<file path="src/rtl/instr_encoder_pkg.sv">
// Shared definitions for the instruction encoder: word geometry, opcode set,
// FSM state encoding and the opcode legality check.
package instr_encoder_pkg;

  localparam int DWIDTH = 32;
  localparam int RWIDTH = 6;
  localparam int IMM_IN = 15;

  localparam logic [DWIDTH-1:0] NOP_WORD = 32'h0007_8000;

  typedef enum logic [3:0] {
    OP_ADD = 4'b0000,
    OP_SUB = 4'b0010,
    OP_AND = 4'b0011,
    OP_OR  = 4'b0100,
    OP_XOR = 4'b0110,
    OP_LD  = 4'b1000,
    OP_ST  = 4'b1001,
    OP_BEQ = 4'b1010,
    OP_BNE = 4'b1011,
    OP_JMP = 4'b1101,
    OP_NOP = 4'b1111
  } opcode_e;

  typedef enum logic [1:0] {
    ST_IDLE = 2'd0,
    ST_RUN  = 2'd1,
    ST_DONE = 2'd2
  } state_e;

  function automatic logic is_legal_op(input logic [3:0] op);
    case (op)
      OP_ADD, OP_SUB, OP_AND, OP_OR, OP_XOR, OP_LD,
      OP_ST, OP_BEQ, OP_BNE, OP_JMP, OP_NOP: return 1'b1;
      default:                               return 1'b0;
    endcase
  endfunction

endpackage

</file>
<file path="src/rtl/instr_encoder_fifo.sv">
// Small word FIFO between the field handshake and the memory write port.
// Flush empties it synchronously; storage is left unreset so it can map to RAM.
module instr_fifo #(
  parameter int DEPTH = 4,
  parameter int WIDTH = 32
) (
  input  logic             clk,
  input  logic             rst_n,
  input  logic             flush,
  input  logic             push,
  input  logic             pop,
  input  logic [WIDTH-1:0] din,
  output logic             full,
  output logic             empty,
  output logic [WIDTH-1:0] head
);

  localparam int PW = $clog2(DEPTH);

  logic [WIDTH-1:0] mem [DEPTH];
  logic [PW:0]      wr_ptr;
  logic [PW:0]      rd_ptr;
  logic             do_push;
  logic             do_pop;

  assign do_push = push && !full;
  assign do_pop  = pop && !empty;

  // Pointers carry one extra wrap bit so full and empty are distinguishable.
  assign empty = (wr_ptr == rd_ptr);
  assign full  = (wr_ptr[PW] != rd_ptr[PW]) && (wr_ptr[PW-1:0] == rd_ptr[PW-1:0]);
  assign head  = mem[rd_ptr[PW-1:0]];

  always_ff @(posedge clk or negedge rst_n) begin
    if (!rst_n) begin
      wr_ptr <= '0;
      rd_ptr <= '0;
    end else if (flush) begin
      wr_ptr <= '0;
      rd_ptr <= '0;
    end else begin
      if (do_push) wr_ptr <= wr_ptr + {{PW{1'b0}}, 1'b1};
      if (do_pop)  rd_ptr <= rd_ptr + {{PW{1'b0}}, 1'b1};
    end
  end

  always_ff @(posedge clk) begin
    if (do_push && !flush) mem[wr_ptr[PW-1:0]] <= din;
  end

endmodule

</file>
<file path="src/rtl/instr_encoder.sv">
// Packs instruction fields into 32-bit words and streams a session of them
// into instruction memory starting at base_addr, through a small FIFO.
module instr_encoder
  import instr_encoder_pkg::*;
#(
  parameter int AWIDTH = 8,
  parameter int DEPTH  = 4
) (
  input  logic              clk,
  input  logic              rst_n,
  input  logic              start,
  input  logic              abort,
  input  logic [AWIDTH-1:0] base_addr,
  input  logic [AWIDTH:0]   count,
  input  logic              in_valid,
  output logic              in_ready,
  input  logic              in_imm_mode,
  input  logic [3:0]        in_op,
  input  logic [RWIDTH-1:0] in_rs,
  input  logic [RWIDTH-1:0] in_rd,
  input  logic [RWIDTH-1:0] in_rt,
  input  logic [IMM_IN-1:0] in_imm,
  output logic              mem_we,
  input  logic              mem_ready,
  output logic [AWIDTH-1:0] mem_addr,
  output logic [DWIDTH-1:0] mem_wdata,
  output logic              done,
  output logic              busy,
  output logic              err_illegal
);

  localparam logic [AWIDTH:0] CNT_ONE = {{AWIDTH{1'b0}}, 1'b1};

  state_e            state;
  logic [AWIDTH-1:0] base_q;
  logic [AWIDTH:0]   count_q;
  logic [AWIDTH:0]   accepted;
  logic [AWIDTH:0]   written;

  logic              fifo_full;
  logic              fifo_empty;
  logic [DWIDTH-1:0] fifo_head;
  logic [DWIDTH-1:0] enc_word;
  logic              op_legal;
  logic              push;
  logic              pop;
  logic              flush;

  assign op_legal = is_legal_op(in_op);

  // Register mode keeps only the low 9 immediate bits; rt is dropped in
  // immediate mode. Illegal opcodes turn the whole word into a NOP.
  always_comb begin
    enc_word        = '0;
    enc_word[31]    = in_imm_mode;
    enc_word[30:25] = in_rs;
    enc_word[24:19] = in_rd;
    enc_word[18:15] = in_op;
    if (in_imm_mode) begin
      enc_word[14:0] = in_imm;
    end else begin
      enc_word[14:9] = in_rt;
      enc_word[8:0]  = in_imm[8:0];
    end
    if (!op_legal) enc_word = NOP_WORD;
  end

  assign in_ready  = (state == ST_RUN) && !fifo_full && (accepted < count_q);
  assign push      = in_valid && in_ready;
  assign mem_we    = (state == ST_RUN) && !fifo_empty;
  assign pop       = mem_we && mem_ready;
  assign flush     = (state == ST_RUN) && abort;
  assign mem_addr  = base_q + written[AWIDTH-1:0];
  assign mem_wdata = mem_we ? fifo_head : '0;
  assign busy      = (state == ST_RUN);
  assign done      = (state == ST_DONE);

  instr_fifo #(
    .DEPTH (DEPTH),
    .WIDTH (DWIDTH)
  ) u_fifo (
    .clk   (clk),
    .rst_n (rst_n),
    .flush (flush),
    .push  (push),
    .pop   (pop),
    .din   (enc_word),
    .full  (fifo_full),
    .empty (fifo_empty),
    .head  (fifo_head)
  );

  // The RUN->DONE check uses the registered written count, so DONE follows
  // one cycle after the final write is acknowledged.
  always_ff @(posedge clk or negedge rst_n) begin
    if (!rst_n) begin
      state       <= ST_IDLE;
      base_q      <= '0;
      count_q     <= '0;
      accepted    <= '0;
      written     <= '0;
      err_illegal <= 1'b0;
    end else begin
      case (state)
        ST_IDLE: begin
          if (start) begin
            err_illegal <= 1'b0;
            base_q      <= base_addr;
            count_q     <= count;
            accepted    <= '0;
            written     <= '0;
            state       <= (count == '0) ? ST_DONE : ST_RUN;
          end
        end
        ST_RUN: begin
          if (abort) begin
            accepted <= '0;
            written  <= '0;
            state    <= ST_IDLE;
          end else begin
            if (push) begin
              accepted <= accepted + CNT_ONE;
              if (!op_legal) err_illegal <= 1'b1;
            end
            if (pop) written <= written + CNT_ONE;
            if (written == count_q) state <= ST_DONE;
          end
        end
        ST_DONE: state <= ST_IDLE;
        default: state <= ST_IDLE;
      endcase
    end
  end

endmodule
</file>
<file path="config.mk">
export PLATFORM = sky130hd
export DESIGN_NAME = instr_encoder
export DESIGN_NICKNAME = d
export VERILOG_FILES = /design/src/rtl/instr_encoder_pkg.sv /design/src/rtl/instr_encoder_fifo.sv /design/src/rtl/instr_encoder.sv
export SDC_FILE = /design/constraint.sdc
export NUM_CORES = 1
export LEC_CHECK = 0
export ABC_AREA = 1
export BUFFER_PORTS_ARGS = -buffer_cell sky130_fd_sc_hd__buf_2
export CORE_ASPECT_RATIO = 1.4
export CORE_MARGIN = 2
export CORE_UTILIZATION = 43
export CTS_CLUSTER_DIAMETER = 150
export CTS_CLUSTER_SIZE = 10
export DETAILED_ROUTE_END_ITERATION = 7
export HOLD_SLACK_MARGIN = 0.12
export SLEW_MARGIN = 10
export SYNTH_ARGS = -nofsm -noshare
export SYNTH_HDL_FRONTEND = slang
export SYNTH_SLANG_ARGS = --single-unit
</file>
<file path="constraint.sdc">
create_clock -name clk -period 3.7 [get_ports clk]
set_clock_uncertainty 0.15 [all_clocks]
set_input_delay 0.185 -clock clk [delete_from_list [all_inputs] [get_ports clk]]
set_output_delay 0.185 -clock clk [all_outputs]
set_load 0.02 [all_outputs]
</file>
==> impl_metrics.env <==
export IMPL_reg2reg_from="accepted[4]"
export IMPL_worstHoldPathType="in2reg"
export IMPL_synth_seq_cells=172
export IMPL_cts_buffers_inserted=17
export IMPL_path_delay_family="buffers and inverters"
export IMPL_final_cells=1311
export IMPL_dp_hpwl_mm=12.9
export IMPL_ctsHtreeMaxLevel=4
export IMPL_pwr_share_clk_pct=25.3
export IMPL_io_pins=106
export IMPL_period_share_pct=78.8
export IMPL_vias=6479
export IMPL_place_congestion=0.926
export IMPL_clock_root_buffer="clkbuf_16"
export IMPL_leakage_nw=4.51
export IMPL_tritoncts="yes"
export IMPL_rsz0062_at_grt="no"
export IMPL_ys_types=34
export IMPL_first_pass_iters=5
export IMPL_port_buffers=105
export IMPL_grt_overflow=0
export IMPL_grt_max_degree=67
export IMPL_synthCells=886
export IMPL_place_inst=1217
export IMPL_synth_seq_area_share_pct=59.0
export IMPL_path_cells="dlygate4sd3_1 > buf_2 > inv_1 > o21ai_0 > o21a_1 > inv_1 > a21oi_1 > dlygate4sd3_1"
export IMPL_clk_latency_ns=0.42
export IMPL_antenna_found_initial=0
export IMPL_die_area_um2=20600
export IMPL_place_area_um2=9170
export IMPL_fp_dieW_um=122
export IMPL_worstMarginPinSlew_ns=1.07
export IMPL_area_growth_pct=23.3
export IMPL_synth_fp_nets=970
export IMPL_end_kind="flop"
export IMPL_design_area_um2=10300
export IMPL_power_density_nw_per_um2=634
export IMPL_final_util_pct=53.9
export IMPL_ff_latch_area_um2=4950
export IMPL_vias_per_cell=4.94
export IMPL_final_max_slew_violation_count=0
export IMPL_drive_above_1_share_pct=17.3
export IMPL_crit_slowest_cell="inv_1"
export IMPL_start_util_pct=43.8
export IMPL_fp_row_count=60
export IMPL_netlist_area_um2=8380
export IMPL_setup_violations=0
export IMPL_period_needed_ns=2.92
export IMPL_pwr_share_seq_pct=38.1
export IMPL_wirelength_mm=20.2
export IMPL_multi_input_area_um2=2940
export IMPL_p_sw_share_pct=39.4
export IMPL_cp_start_kind="input port"
export IMPL_required_ns=3.70
export IMPL_cap_violations=0
export IMPL_relSlewSlack_pct=28.3
export IMPL_ir_drop_uv=383
export IMPL_drt_iter0_drc=370
export IMPL_slowest_delay_ns=0.81
export IMPL_crit_arrival_ns=2.91
export IMPL_critPathMaxFanout=29
export IMPL_nNetsFinal=1134
export IMPL_coreArea_um2=19100
export IMPL_grt_usage_pct=20.2
export IMPL_syn_area_per_cell_um2=9.45
export IMPL_grt_pass1_wl_mm=32.0
export IMPL_critPathKind="in2reg"
export IMPL_drc_errors=0
export IMPL_diodes=0
export IMPL_drtAntennaViolNets=0
export IMPL_holdWs_ns=0.141
export IMPL_ys_warn_count=0
export IMPL_drt_wirelength_per_cell_um=15.4
export IMPL_crit_buf_inv=5
export IMPL_combPwrFrac_pct=36.6
export IMPL_cts_max_path_buffers=2
export IMPL_p_int_mw=3.97
export IMPL_crit_path_start="in_op[1]"
export IMPL_hold_viol=0
export IMPL_fillers=1735
export IMPL_p_sw_mw=2.58
export IMPL_min_from="abort"
export IMPL_cts_sinks=172
export IMPL_first_global_vias=6385
export IMPL_setup_tns_ns=0
export IMPL_max_freq_ghz=0.343
export IMPL_status="finished, final reports clean"
export IMPL_clk_pin_slew_ns=0.06
export IMPL_die_y_um=169
worst paths after layout:
path,slack [ns],depth (start not counted),end
setup / recovery,0.78,8,u_fifo.mem[2][12]
hold / removal,0.14,4,written[6]
setup reg to reg,0.86,13,u_fifo.mem[1][18]
hold reg to reg,0.33,2,base_q[5]
max in group asynchronous,2.34,2,u_fifo.rd_ptr[0]
min in group asynchronous,0.35,2,state[0]
metal layers:
metal	global-route usage [%]	vias to the layer above	share of wire (%)
met5	0	-	0
met4	8.05	0	2.4
met3	3.29	30	3.3
met2	36.9	151	53
met1	23.3	3029	41
li1	-	3269	-
stage by stage:
stage | power, mW | setup WS (ns)
floorplan | 4.17 | 0.350
global placement | 4.88 | 0.901
detailed placement | 4.90 | 0.875
CTS | 6.61 | 0.807
global route | 6.98 | 0.562
finish | 6.55 | 0.784
cell usage after synthesis, drive strengths merged:
master  count  area (um^2)
o211ai      1         7.51
inv        93          354
dfrtp      44         1100
buf        16         97.6
nor4        5         31.3
clkbuf     18         67.6
nor3b       2         15.0
o21ai      88          470
or2         2         12.5
o21a        2         15.0
a21oi      48          240
edfxtp    128         3840
o22ai       2         12.5
fa          1         20.0
ha         22          275
nand3      48          250
xor2       10         87.6
nand4       4         25.0
nor2      187          736
xnor2       5         43.8
a21boi      1         7.51
nor3        8         40.0
nand2     151          622
kinds of logic (layout without fill, tap and decap cells):
| logic type | after synthesis | count (layout) | share of synthesized area (%) |
|---|---|---|---|
| and+or+nand+nor | 407 | 407 | 20.7 |
| DFF | 172 | 172 | 59.0 |
| AOI/OAI and AO/OA | 142 | 142 | 8.99 |
| buffers and inverters | 127 | 304 | 6.20 |
| adders and majority gates | 23 | 23 | 3.53 |
| xor gates and xnor gates | 15 | 15 | 1.57 |
cell usage in the layout (no fill, tap or decap), drive strengths merged:
master | netlist | final
nand3 | 48 | 48
o21a | 2 | 2
o211ai | 1 | 1
clkbuf | 18 | 19
ha | 22 | 22
o21ai | 88 | 88
nand2 | 151 | 151
inv | 93 | 100
o22ai | 2 | 2
dfrtp | 44 | 44
nor3 | 8 | 8
buf | 16 | 117
nor3b | 2 | 2
or2 | 2 | 2
nand4 | 4 | 4
xor2 | 10 | 10
edfxtp | 128 | 128
fa | 1 | 1
a21boi | 1 | 1
dlygate4sd3 | 0 | 62
nor2 | 187 | 187
a21oi | 48 | 48
nor4 | 5 | 5
clkinv | 0 | 6
xnor2 | 5 | 5
power groups by stage:
stage | Clock, mW | Sequential (mW) | Combinational (mW)
after floorplan | 0 | 2.51 | 1.66
after global placement | 0 | 2.53 | 2.36
after detailed placement | 0 | 2.53 | 2.36
after CTS | 1.69 | 2.49 | 2.43
after global routing | 1.78 | 2.52 | 2.68
final | 1.66 | 2.49 | 2.40
what timing repair did:
action / 4_1_cts / 5_1_grt
resized for setup: 0 / 0
hold endpoints to repair: 194 / 0
hold buffers: 62 / 0
setup endpoints to repair: 0 / 0
setup buffers: 0 / 0
worst reg2reg max path, cell delays in order, from the launching register on:
cell and delay [ns]:
dfrtp_1 0.44, ha_1 0.31, nand2_1 0.09, inv_1 0.04
nand2_1 0.05, nand2_1 0.05, nand2_1 0.05, nand2_1 0.08
inv_1 0.07, nand3_2 0.16, nor2_2 0.18, inv_1 0.15
nor2_4 0.25, buf_4 0.42
state kept, by name (all words and copies together) (netlist names):
register	count
accepted	9
written	9
base_q	8
u_fifo.wr_ptr	3
state	2
err_illegal	1
u_fifo.mem	128
u_fifo.rd_ptr	3
count_q	9
cell type report:
cell class,instances,share of cell area [%]
Clock buffer,19,4.19
Clock inverter,13,1.01
Inverter,93,3.43
Multi-Input combinational cell,587,28.5
Sequential cell,172,47.9
Tap cell,248,3.01
Timing Repair Buffer,179,12.0
Power figures use the tool's default switching activity.
